--- src/rtl/frame_uart_pkg.sv ---
// Constants and state encoding shared by the UART-link frame sender and receiver.
package frame_uart_pkg;

  localparam logic [7:0] START_BYTE  = 8'h00;
  localparam logic [7:0] END_BYTE    = 8'h0F;
  localparam int         FRAME_WIDTH = 160;
  localparam logic [3:0] SEQ_FIRST   = 4'd1;
  localparam logic [3:0] SEQ_LAST    = 4'd15;

  typedef enum logic [1:0] {
    IDLE,
    SEND_START,
    SEND_DATA,
    SEND_END
  } frame_state_e;

  // Sequence numbers cycle 1..15 so a data byte can never alias a start/end byte.
  function automatic logic [3:0] next_seq(input logic [3:0] seq);
    return (seq == SEQ_LAST) ? SEQ_FIRST : seq + 4'd1;
  endfunction

endpackage

--- src/rtl/frame_hold_buf.sv ---
// One-deep holding register with a valid flag; parks a frame accepted mid-transmission.
module frame_hold_buf #(
  parameter int WIDTH = 160
) (
  input  logic             clk,
  input  logic             reset,
  input  logic             push,
  input  logic [WIDTH-1:0] push_data,
  input  logic             pop,
  output logic             full,
  output logic [WIDTH-1:0] data
);

  logic             full_q, full_d;
  logic [WIDTH-1:0] data_q, data_d;

  always_comb begin
    full_d = (full_q & ~pop) | push;
    data_d = push ? push_data : data_q;
  end

  always_ff @(posedge clk) begin
    if (reset) full_q <= 1'b0;
    else       full_q <= full_d;
  end

  always_ff @(posedge clk) begin
    data_q <= data_d;
  end

  assign full = full_q;
  assign data = data_q;

endmodule

--- src/rtl/frame_send.sv ---
// Serializes a frame into 00, {seq,nibble} x NIBBLES, 0F for the UART transmitter.
// Define FRAME_SEND_QUEUE_EN to add a one-deep frame holding register.
module frame_send
  import frame_uart_pkg::*;
#(
  parameter int NIBBLES = FRAME_WIDTH / 4
) (
  input  logic                 clk,
  input  logic                 reset,
  input  logic                 frame_valid,
  output logic                 frame_ready,
  input  logic [4*NIBBLES-1:0] frame_data,
  output logic [7:0]           tx_data,
  output logic                 tx_valid,
  input  logic                 tx_ready,
  output logic                 done
);

  localparam int W     = 4 * NIBBLES;
  localparam int IDX_W = $clog2(NIBBLES);

  frame_state_e     state_q, state_d;
  logic [W-1:0]     shreg_q, shreg_d;
  logic [3:0]       seq_q, seq_d;
  logic [IDX_W-1:0] idx_q, idx_d;
  logic             done_q, done_d;
  logic [7:0]       tx_data_c;

  logic             accept;
  logic             load_now;
  logic [W-1:0]     load_data;

  assign accept = frame_valid & frame_ready;

`ifdef FRAME_SEND_QUEUE_EN
  logic         hold_full, hold_push, hold_pop, direct_load, end_xfer;
  logic [W-1:0] hold_data;

  assign end_xfer    = (state_q == SEND_END) & tx_ready;
  // A new frame bypasses the holding register when the engine is free to take it now.
  assign direct_load = accept & ((state_q == IDLE) | (end_xfer & ~hold_full));
  assign hold_push   = accept & ~direct_load;
  assign hold_pop    = end_xfer & hold_full;
  assign load_now    = direct_load | hold_pop;
  assign load_data   = hold_pop ? hold_data : frame_data;
  assign frame_ready = ~reset & ~hold_full;

  frame_hold_buf #(
    .WIDTH(W)
  ) u_hold (
    .clk      (clk),
    .reset    (reset),
    .push     (hold_push),
    .push_data(frame_data),
    .pop      (hold_pop),
    .full     (hold_full),
    .data     (hold_data)
  );
`else
  assign load_now    = accept;
  assign load_data   = frame_data;
  assign frame_ready = ~reset & (state_q == IDLE);
`endif

  // NOTE: every signal written here gets a default first, so no path leaves one unassigned and no latch is inferred.
  always_comb begin
    state_d   = state_q;
    shreg_d   = shreg_q;
    seq_d     = seq_q;
    idx_d     = idx_q;
    done_d    = 1'b0;
    tx_data_c = START_BYTE;

    case (state_q)
      IDLE: ;
      SEND_START: begin
        if (tx_ready) state_d = SEND_DATA;
      end
      SEND_DATA: begin
        tx_data_c = {seq_q, shreg_q[W-1 -: 4]};
        if (tx_ready) begin
          shreg_d = shreg_q << 4;
          seq_d   = next_seq(seq_q);
          idx_d   = idx_q + IDX_W'(1);
          if (idx_q == IDX_W'(NIBBLES - 1)) state_d = SEND_END;
        end
      end
      SEND_END: begin
        tx_data_c = END_BYTE;
        if (tx_ready) begin
          done_d  = 1'b1;
          state_d = IDLE;
        end
      end
      default: state_d = IDLE;
    endcase

    if (load_now) begin
      shreg_d = load_data;
      seq_d   = SEQ_FIRST;
      idx_d   = '0;
      state_d = SEND_START;
    end
  end

  // NOTE: sequential state uses non-blocking assignments so every flop samples pre-edge values.
  always_ff @(posedge clk) begin
    if (reset) begin
      state_q <= IDLE;
      seq_q   <= SEQ_FIRST;
      idx_q   <= '0;
      done_q  <= 1'b0;
    end else begin
      state_q <= state_d;
      seq_q   <= seq_d;
      idx_q   <= idx_d;
      done_q  <= done_d;
    end
  end

  // NOTE: the payload register is left unreset; it is always loaded before the state machine reads it.
  always_ff @(posedge clk) begin
    shreg_q <= shreg_d;
  end

  assign tx_valid = ~reset & (state_q != IDLE);
  assign tx_data  = reset ? START_BYTE : tx_data_c;
  assign done     = ~reset & done_q;

endmodule

--- config.mk ---
export PLATFORM = sky130hd
export DESIGN_NAME = frame_send
export DESIGN_NICKNAME = d
export VERILOG_FILES = /design/src/rtl/frame_uart_pkg.sv /design/src/rtl/frame_hold_buf.sv /design/src/rtl/frame_send.sv
export SDC_FILE = /design/constraint.sdc
export NUM_CORES = 1
export LEC_CHECK = 0
export ABC_AREA = 0
export ABC_CLOCK_PERIOD_IN_PS = 28600
export CORE_ASPECT_RATIO = 0.75
export CORE_MARGIN = 5
export CORE_UTILIZATION = 54
export DETAILED_ROUTE_END_ITERATION = 8
export PLACE_DENSITY = 0.86
export SLEW_MARGIN = 20
export SYNTH_ARGS = -nofsm -noshare
export SYNTH_HDL_FRONTEND = slang
export SYNTH_HIERARCHICAL = 1
export SYNTH_SLANG_ARGS = --single-unit
export TNS_END_PERCENT = 10
--- constraint.sdc ---
create_clock -name clk -period 28.6 [get_ports clk]
set_clock_uncertainty 0.05 [all_clocks]
set_input_delay 4.29 -clock clk [delete_from_list [all_inputs] [get_ports clk]]
set_output_delay 4.29 -clock clk [all_outputs]
set_load 0.03 [all_outputs]
After elaboration in Yosys (flattened, before gate mapping)

Cells that the tools add are included.

Flip-flop bits (word level): 173
Bits of input ports: 164
Output and inout port bits: 11

Add/subtract/negate cells: 2
Equal/unequal tests: 13
Multiplexer cells: 13
Bitwise gates (word level): 6
Reduce and logical (&&, ||, !) cells: 12

Operators with widths:

| kind                | count |
|---|---|
| $mux 160            | 3 |
| $pmux 8 s2          | 1 |
| $ne 3x3->1 const B  | 4 |
| $reduce_and 5->1    | 2 |
| $mux 2              | 4 |
| $mux 8              | 1 |
| $ne 2x2->1 const B  | 4 |
| $add 6x1->6 const B | 1 |
| $eq 6x6->1 const B  | 1 |
| $pmux 2 s3          | 1 |
| $reduce_bool 2->1   | 3 |
| $add 4x1->4 const B | 1 |
| $and 1x1->1         | 4 |
| $eq 2x2->1 const B  | 2 |
| $eq 4x4->1 const B  | 1 |
| $mux 4              | 1 |
| $reduce_and 2->1    | 2 |
| $reduce_bool 4->1   | 1 |
| $reduce_or 2->1     | 2 |
| $reduce_bool 3->1   | 1 |
| $eq 2x1->1 const B  | 1 |
| $logic_not 2->1     | 1 |
| $mux 1              | 2 |
| $not 1->1           | 2 |

Logic depth before layout (Yosys ltp)

Gate-level depths: netlist (run 1).

Depth after elaboration: 5
Mapped depth: 5

Worst setup path after synthesis (run 1)

Ideal clock, no wire load.

Kind: input to register
Start: input port frame_valid
End: register shreg_q[0], enable pin
Arrival time: 15.891 ns
Slack: 11.758 ns
Stages: 2
Cells stage by stage: or3b_4 o21ai_0

Longest elaborated chain between the ends: 3

RTL lines:

| what                                  | line              | text |
|---|---|---|
| start: declaration                    | frame_send.sv:10  | `input logic frame_valid,` |
| $and 1x1->1 (*)                       | frame_send.sv:33  | `assign accept = frame_valid & frame_ready;` |
| $reduce_bool 2->1 (no source line)    | -                 |  |
| $reduce_and 2->1 (no source line) (*) | -                 |  |
| end signal: assignment                | frame_send.sv:123 | `shreg_q <= shreg_d;` |
| end: declaration                      | frame_send.sv:23  | `logic [W-1:0] shreg_q, shreg_d;` |

Mark *: on every way between the ends. The rest lies on a longest branch, timed or not.
A chain may end at the register's enable or synchronous reset.

Worst setup path in the final report (run 1)

Start: input port reset
End: output port tx_data[6]

Longest elaborated chain between the ends: 1

RTL lines:

| what               | line              | text |
|---|---|---|
| start: declaration | frame_send.sv:9   | `input logic reset,` |
| $mux 8             | frame_send.sv:127 | `assign tx_data = reset ? START_BYTE : tx_data_c;` |
| end: declaration   | frame_send.sv:13  | `output logic [7:0] tx_data,` |

Every way passes these cells.

==> metrics, run 1 <==
commonest cells after routing, fill and taps aside 174 x clkdlybuf4s50_1, 160 x edfxtp_1, 96 x mux2_1; Crit Path Max Fanout 9; share of cells above drive strength 1 0.153; FILL cells roughly 850; Gate power share 0.110; Routed Antenna Nets 0; Seq. cell area 5060 sq um; clock sinks 173; max_cap viols 0; count of input and output buffers around 170; core area approximately 14000 sq um; Max clock buf depth 2; crit-path cells clkdlybuf4s50_1 > nand2b_1 > nor2_1 > and2_1 > clkdlybuf4s50_1; Worst path slowest cell clkdlybuf4s50_1; Initial Util 0.547; commonest non-fill, non-tap cell in the layout clkdlybuf4s50_1; Synth area leaders edfxtp_1 65%, mux2_1 15%, mux2_2 9.1%; Placed Cells between 700 and 800; root buffer cell clkbuf_16; Final Setup Violations 0; cell area power density around 61 nW/um^2; Diodes inserted 0; Seq/Total Area, Yosys 0.680; FF+latch count, synth roughly 170; CTS Hold Buffers Added 0; Final min period approximately 11 ns; FMAX just over 0.09 GHz; Leakage 3.33 nW; Worst Tran Pin Value 1.07 ns; Routed WL ~15 mm; Post-DP HPWL approximately 10 mm; multi-input logic area roughly 2200 sq um; Worst EP arrival roughly 6.4 ns; post-layout net count 769; Yosys top cell area share 0.645; total grt overflow 0; final hold vios 0; DRC 0; vias between 4000 and 5000; Worst Path Required approximately 24 ns; max-slew violations 0; syn nets between 500 and 600; post-place setup slack about 18 ns; switch share 0.206; outcome finished, final reports clean; GP Congestion 0.767; Die W ~150 um; Reg clk slew, reported paths roughly 0.06 ns; vias per inst around 5.3; Synth-to-Final Area Change 32.4%; DIE HEIGHT roughly 110 um; Worst Setup End Kind output port; clock network fraction of design power 0.380; first drt pass iteration count 4; Final TNS setup 0 ns; Post-CTS Setup Inserts 0; Pint ~0.48 mW; setup ws final about 18 ns; Post-Layout Cell Count 790; total CTS buffers 17; Mean Syn Cell Area between 15 and 20 sq um; Net Sw Power between 0.1 and 0.15 mW; first-pass GRT wire length 23.4 mm; Mapped Area roughly 7400 sq um; die area around 16000 sq um; Flop pwr share 0.510; period utilisation layout 0.375; RSZ-0062 raised after global routing no; dominant cell type by area after synthesis edfxtp_1; CP max stage delay 0.68 ns; CTS resizes 0; startpoint types primary input; Synth warnings 6; drt wl/cell roughly 19 um; CTS tree built; VDD IR max between 0.05 and 0.06 mV; H-tree levels 4; largest net degree at the start of global routing 90; Synth cell types 35; Relative slew margins 0.286; Setup Crit Path Kind in -> out; GRT Total Usage 0.183; Mapped Cells around 430; Clk Latency, worst-skew pair 0.42 ns; Crit path top cell by count clkdlybuf4s50_1; initial antenna violation count 0; drt initial violations 317; row count 37; vias in the first global route roughly 4500; fin util 0.724; io pins 175; Tightest Hold Check Type reg -> reg
[area by class of cell]
cell class / count / share of cell area
Sequential cell: 173 / 0.514
Multi-Input combinational cell: 229 / 0.224
Timing Repair Buffer: 178 / 0.180
Clock buffer: 19 / 0.0439
Tap cell: 175 / 0.0222
Clock inverter: 12 / 0.0149
Inverter: 4 / 0.00152
[kinds of logic after synthesis]
kind of cell	count (synthesis)	synth area share
AO/OA/AOI/OAI	18	0.0146
XOR/XNOR	2	0.00235
adder cells (fa/ha/maj)	2	0.00336
buffers and inverters	26	0.0252
flip-flops	173	0.680
multiplexers	156	0.236
AND/OR/NAND/NOR	51	0.0382
[worst paths after layout]
path / start / endpoint / slack, ns / cells past startpoint
worst max-delay path: reset / tx_data[6] / 17.88 / 5
worst min-delay path: idx_q[5] / idx_q[5] / 0.47 / 2
worst max register to register: state_q[0] / shreg_q[5] / 25.09 / 5
worst min register to register: idx_q[5] / idx_q[5] / 0.47 / 2
[critical path, delay by kind of cell]
family / cells / cell delay, ns
AND/OR/NAND/NOR: 3 / 0.75
buffers and inverters: 2 / 1.33
[power groups by stage]
stage	sequential [mW]	combinational, mW	clock, mW
after floorplan	0.319	0.0374	0
after global placement	0.311	0.0638	0
after detailed placement	0.312	0.0664	0
after CTS	0.307	0.0669	0.235
after global routing	0.308	0.0713	0.245
final	0.307	0.0661	0.229
[cell usage after synthesis]
cell / instances
inv_1: 4
edfxtp_1: 160
or4_1: 2
nand3_1: 3
nand3b_1: 1
o31ai_1: 2
o21ai_0: 4
dfxtp_1: 13
a221oi_1: 1
o21bai_1: 1
or3b_4: 1
and2_1: 8
a41oi_1: 1
buf_8: 1
nand4b_1: 1
nand2_1: 8
ha_1: 2
nand4_1: 1
or3_1: 4
buf_2: 6
buf_6: 9
xnor2_1: 2
clkbuf_1: 5
nor2_1: 15
buf_4: 1
nor2b_1: 1
nand2b_1: 2
mux2_1: 96
and3b_1: 1
and3_1: 1
nor3_1: 1
nor2_8: 1
a21oi_1: 8
mux2_2: 60
a311oi_1: 1
[layer usage]
layer | track usage | routed length [um] | up-vias
met4 | 0.0541 | 155 | 0
met1 | 0.219 | 6050 | 2037
met5 | 0 | 0 | -
met2 | 0.307 | 7200 | 142
met3 | 0.0765 | 1250 | 17
li1 | - | - | 1993
[flip-flops by register name, indices dropped and copies added, names as in the netlist]
name / cells
shreg_q: 160
state_q: 2
idx_q: 6
done_q: 1
seq_q: 4
[metrics by stage]
| stage | hold WS [ns] | cell area (sq um) | power [mW] |
|---|---|---|---|
| 2_1_floorplan | 0.402 | 7440 | 0.356 |
| 3_3_place_gp | 0.413 | 9270 | 0.375 |
| 3_5_place_dp | 0.437 | 9270 | 0.379 |
| 4_1_cts | 0.465 | 9850 | 0.608 |
| 5_1_grt | 0.481 | 9850 | 0.625 |
| 6_report | 0.467 | 9850 | 0.601 |
Power figures use the tool's default switching activity.
==> run 2, diff against run 1 <==
--- a/config.mk
+++ b/config.mk
@@ -6,12 +6,12 @@
 export NUM_CORES = 1
 export LEC_CHECK = 0
 export ABC_AREA = 0
-export ABC_CLOCK_PERIOD_IN_PS = 28600
+export ABC_CLOCK_PERIOD_IN_PS = 8800
 export CORE_ASPECT_RATIO = 0.75
 export CORE_MARGIN = 5
-export CORE_UTILIZATION = 54
+export CORE_UTILIZATION = 45
 export DETAILED_ROUTE_END_ITERATION = 8
-export PLACE_DENSITY = 0.86
+export PLACE_DENSITY = 0.76
 export SLEW_MARGIN = 20
 export SYNTH_ARGS = -nofsm -noshare
 export SYNTH_HDL_FRONTEND = slang
==> constraint.sdc (replaced) <==
create_clock -name clk -period 8.8 [get_ports clk]
set_clock_uncertainty 0.05 [all_clocks]
set_input_delay 1.32 -clock clk [delete_from_list [all_inputs] [get_ports clk]]
set_output_delay 1.32 -clock clk [all_outputs]
set_load 0.03 [all_outputs]
==> metrics, run 2 (same netlist as run 1, synthesis figures left out) <==
Tightest Hold Check Type reg -> reg; count of input and output buffers 174 (unchanged); clock sinks 173 (unchanged); worst r2r src state_q[0]; row count 40 (+8.1%); Synth-to-Final Area Change 33.0%; core area 16100 sq um (+18%); first drt pass iteration count 4 (unchanged); post-layout net count 770 (+0.13%); commonest cells after routing, fill and taps aside 174 x clkdlybuf4s50_1, 160 x edfxtp_1, 96 x mux2_1; FF-to-FF End shreg_q[126]; Leakage 3.33 nW (about the same); Worst Path Required 7.43 ns (-16.83 ns); root buffer cell clkbuf_16; DIE HEIGHT 121 um (+8.7%); vias 4181 (-0.19%); Post-CTS Setup Inserts 0 (unchanged); post-place setup slack 3.96 ns (-13.92 ns); Reg clk slew, reported paths 0.07 ns (about the same); startpoint types primary input; commonest non-fill, non-tap cell in the layout clkdlybuf4s50_1; Worst Tran Pin Value 1.02 ns (-0.0535 ns); Max clock buf depth 2 (unchanged); CTS tree built; total grt overflow 0 (unchanged); outcome finished, final reports clean; Routed Antenna Nets 0 (unchanged); Routed WL 14.4 mm (-1.6%); Clk Latency, worst-skew pair 0.42 ns (about the same); Post-DP HPWL 9.60 mm (-4.0%); vias in the first global route 4358 (-4.1%); VDD IR max 0.127 mV (+130%); period utilisation layout 0.544; GP Congestion 0.781 (+1.8%); Final Setup Violations 0 (unchanged); hold path endpoint idx_q[5]; drt wl/cell 17.5 um (-5.9%); Reg2Reg Setup Slack 5.29 ns (-19.80 ns); H-tree levels 4 (unchanged); largest reg by FF count shreg_q; max_cap viols 0 (unchanged); Initial Util 0.462 (-0.0850); max reg flops 160 (unchanged); Worst Reg2Reg Path Length in Cells 5 (unchanged); vias per inst 5.06 (-4.5%); cell area power density 195 nW/um^2 (+220%); final hold vios 0 (unchanged); hold depth 2 (unchanged); io pins 175 (unchanged); Setup Crit Path Kind in -> out; Diodes inserted 0 (unchanged); DRC 0 (unchanged); drt initial violations 260 (-18%); Hold Crit Start idx_q[5]; setup ws final 4.01 ns (-13.87 ns); die area 19200 sq um (+18%); hold_ws 0.432 ns (-0.0353 ns); largest net degree at the start of global routing 87 (-3.3%); first-pass GRT wire length 22.1 mm (-5.7%); CTS resizes 0 (unchanged); Worst Setup End Kind output port; max-slew violations 0 (unchanged); FMAX around 0.21 GHz; Die W 159 um (+8.9%); GRT Total Usage 0.150 (-0.0329); Final min period between 4 and 5 ns; Crit Path Max Fanout 9 (unchanged); share of cells above drive strength 1 0.154 (+0.00138); CTS Hold Buffers Added 0 (unchanged); Largest regs shreg_q: 160 flops, idx_q: 6 flops, seq_q: 4 flops; initial antenna violation count 0 (unchanged); Worst EP arrival 3.42 ns (-2.96 ns); total CTS buffers 17 (unchanged); Relative slew margins 0.322 (+0.0357); Final TNS setup 0 ns (unchanged); RSZ-0062 raised after global routing no
==> run 2: metrics by stage <==
stage	area, sq um	total power, mW	std cells	utilization
finish	9900	1.93	826	0.615
global placement	9320	1.22	794	0.578
CTS	9880	1.95	825	0.613
floorplan	7450	1.14	428	-
global route	9900	2.01	826	0.615
detailed placement	9320	1.23	794	0.578
==> run 2: worst max path at each step <==
stage | depth (start not counted) | endpoint | start | slack, ns
2_1_floorplan | 2 | shreg_q[0] | frame_valid | 2.35
3_3_place_gp | 6 | shreg_q[158] | frame_valid | 4.02
3_5_place_dp | 6 | shreg_q[154] | frame_valid | 3.96
4_1_cts | 5 | tx_data[7] | reset | 4.02
5_1_grt | 5 | tx_data[5] | reset | 3.90
6_report | 5 | tx_data[4] | reset | 4.01
==> run 2: power breakdown <==
group          switching (mW)  internal [mW]
logic                  0.0881          0.129
clock network           0.298          0.417
registers              0.0157          0.980
==> run 2: final cells by class <==
type / instances / area (sq um)
fill: 1204 / 6210
sequential: 173 / 5060
multi-input combinational: 229 / 2200
timing repair buffer: 179 / 1800
clock buffer: 21 / 440
tap: 210 / 263
clock inverter: 10 / 118
inverter: 4 / 15.0
==> run 2: worst max-delay path, stage by stage <==
cell and delay [ns]:
clkdlybuf4s50_1 0.64, nand2b_1 0.38, nor2_1 0.24, and2_1 0.16
clkdlybuf4s50_1 0.67
==> run 2: per-layer routing <==
metal,up-vias,GRT usage,part of all wire
li1,1999,-,-
met5,-,0,0
met1,2033,0.184,0.42
met2,129,0.228,0.45
met4,0,0.0495,0.013
met3,20,0.0813,0.12
==> run 3, diff against run 2 <==
--- a/config.mk
+++ b/config.mk
@@ -6,7 +6,7 @@
 export NUM_CORES = 1
 export LEC_CHECK = 0
 export ABC_AREA = 0
-export ABC_CLOCK_PERIOD_IN_PS = 8800
+export ABC_CLOCK_PERIOD_IN_PS = 4100
 export CORE_ASPECT_RATIO = 0.75
 export CORE_MARGIN = 5
 export CORE_UTILIZATION = 45
==> constraint.sdc (replaced) <==
create_clock -name clk -period 4.1 [get_ports clk]
set_clock_uncertainty 0.05 [all_clocks]
set_input_delay 0.615 -clock clk [delete_from_list [all_inputs] [get_ports clk]]
set_output_delay 0.615 -clock clk [all_outputs]
set_load 0.03 [all_outputs]
==> metrics, run 3 (same netlist as run 1, synthesis figures left out) <==
outcome finished, final reports clean; largest reg by FF count shreg_q; post-route cell area 9980 sq um (+0.75%); instance count on the critical path 5 (unchanged); Die W 159 um (unchanged); delay-heaviest family, CP buffers and inverters; period utilisation layout 0.811; Crit. Startpoint reset; GRT Total Usage 0.156 (+0.00540); drt initial violations 271 (+4.2%); CTS resizes 0 (unchanged); Final min period roughly 3.3 ns; Diodes inserted 0 (unchanged); Largest regs shreg_q: 160 flops, idx_q: 6 flops, seq_q: 4 flops; Crit path top cell by count clkdlybuf4s50_1; final hold vios 0 (unchanged); Worst Setup EP tx_data[7]; drt wl/cell 17.5 um (+0.29%); cell area power density 419 nW/um^2 (+120%); Post-CTS Setup Inserts 0 (unchanged); vias in the first global route 4494 (+3.1%); vias per inst 5.04 (-0.48%); FF-to-FF End shreg_q[120]; Initial Util 0.462 (unchanged); total grt overflow 0 (unchanged); Reg2Reg Setup Slack 1.71 ns (-3.58 ns); Routed Antenna Nets 0 (unchanged); DRC 0 (unchanged); total power 4.18 mW (+120%); Worst Setup End Kind output port; io pins 175 (unchanged); Worst Path Required 3.43 ns (-4.00 ns); VDD IR max 0.278 mV (+120%); CP bufs+invs 2 (unchanged); Worst Tran Pin Value 0.745 ns (-0.272 ns); core area 16100 sq um (unchanged); Worst Reg2Reg Path Length in Cells 4 (-1); vias 4186 (+0.12%); share of cells above drive strength 1 0.166 (+0.0116); CTS tree built; first-pass GRT wire length 22.9 mm (+3.7%); max reg flops 160 (unchanged); DP Area 9410 sq um (+0.94%); row count 40 (unchanged); die area 19200 sq um (unchanged); Leakage 3.37 nW (+1.1%); Worst path slowest cell clkdlybuf4s50_1; Relative slew margins 0.501 (+0.179); FMAX 0.301 GHz; max-slew violations 0 (unchanged); Post-DP HPWL 10.1 mm (+5.2%); RSZ-0062 raised after global routing no; first drt pass iteration count 4 (unchanged); largest net degree at the start of global routing 75 (-14%); clock sinks 173 (unchanged); worst r2r src state_q[0]; CTS Hold Buffers Added 0 (unchanged); post-layout net count 774 (+0.52%); commonest cells after routing, fill and taps aside 174 x clkdlybuf4s50_1, 160 x edfxtp_1, 96 x mux2_1; Clk Latency, worst-skew pair 0.42 ns (about the same); Final Setup Violations 0 (unchanged); count of input and output buffers 174 (unchanged); Crit Path Max Fanout 9 (unchanged); Setup Crit Path Kind in -> out; Max clock buf depth 2 (unchanged); commonest non-fill, non-tap cell in the layout clkdlybuf4s50_1; Worst EP arrival 2.66 ns (-0.76 ns); root buffer cell clkbuf_16; DIE HEIGHT 121 um (unchanged); total CTS buffers 17 (unchanged); GP Congestion 0.798 (+2.2%); crit-path cells clkdlybuf4s50_1 > nand2b_1 > nor2_1 > and2_1 > clkdlybuf4s50_1; H-tree levels 4 (unchanged); initial antenna violation count 0 (unchanged); CP max stage delay 0.66 ns (about the same); Synth-to-Final Area Change 34.0%; Routed WL 14.5 mm (+0.89%); Reg clk slew, reported paths 0.07 ns (about the same); Tightest Hold Check Type reg -> reg; max_cap viols 0 (unchanged); startpoint types primary input
[run 3: cell count changes in the layout (fill, tap and decap cells not counted), sizes merged]
cell,before,now
clkbuf,21,18
clkinvlp,1,2
inv,5,7
clkinv,6,7
buf,5,9
[run 3: layer usage]
| metal | vias up | wire length [um] | track usage |
|---|---|---|---|
| met5 | - | 0 | 0 |
| met4 | 0 | 159 | 0.0495 |
| met3 | 16 | 1560 | 0.0706 |
| met2 | 130 | 6650 | 0.237 |
| met1 | 2035 | 6180 | 0.199 |
| li1 | 2005 | - | - |
[run 3: worst min path at each step]
| stage | endpoint | cells past startpoint | slack, ns | startpoint |
|---|---|---|---|---|
| 2_1_floorplan | idx_q[5] | 2 | 0.40 | idx_q[5] |
| 5_1_grt | idx_q[5] | 2 | 0.46 | idx_q[5] |
| 4_1_cts | idx_q[5] | 2 | 0.43 | idx_q[5] |
| 6_report | idx_q[5] | 2 | 0.44 | idx_q[5] |
| 3_3_place_gp | idx_q[5] | 2 | 0.42 | idx_q[5] |
| 3_5_place_dp | idx_q[5] | 2 | 0.43 | idx_q[5] |
[run 3: area by class of cell]
class	count	area (sq um)
inverters	4	15.0
multi-input cells	229	2200
well taps	210	263
clock inverters	14	143
repair buffers	183	1860
fillers	1224	6140
flip-flops and latches	173	5060
clock buffers	18	429
[run 3: power by group]
group	internal, mW	switching (mW)
Combinational	0.286	0.191
Sequential	2.10	0.0339
Clock	0.899	0.671
Total	3.29	0.896
[run 3: tightest hold or removal path, cell delays in order (launching register included)]
cell and delay [ns]:
dfxtp_1 0.32, o31ai_1 0.06, a21oi_1 0.05
[run 3: metrics by stage]
| stage | utilization | hold WS (ns) | std cells | TNS, ns | setup slack, ns |
|---|---|---|---|---|---|
| floorplan | - | 0.402 | 428 | -4.85 | -0.0303 |
| global placement | 0.584 | 0.415 | 799 | 0 | 0.828 |
| detailed placement | 0.584 | 0.427 | 799 | 0 | 0.751 |
| CTS | 0.619 | 0.434 | 831 | 0 | 0.751 |
| global route | 0.619 | 0.457 | 831 | 0 | 0.602 |
| finish | 0.619 | 0.437 | 831 | 0 | 0.776 |
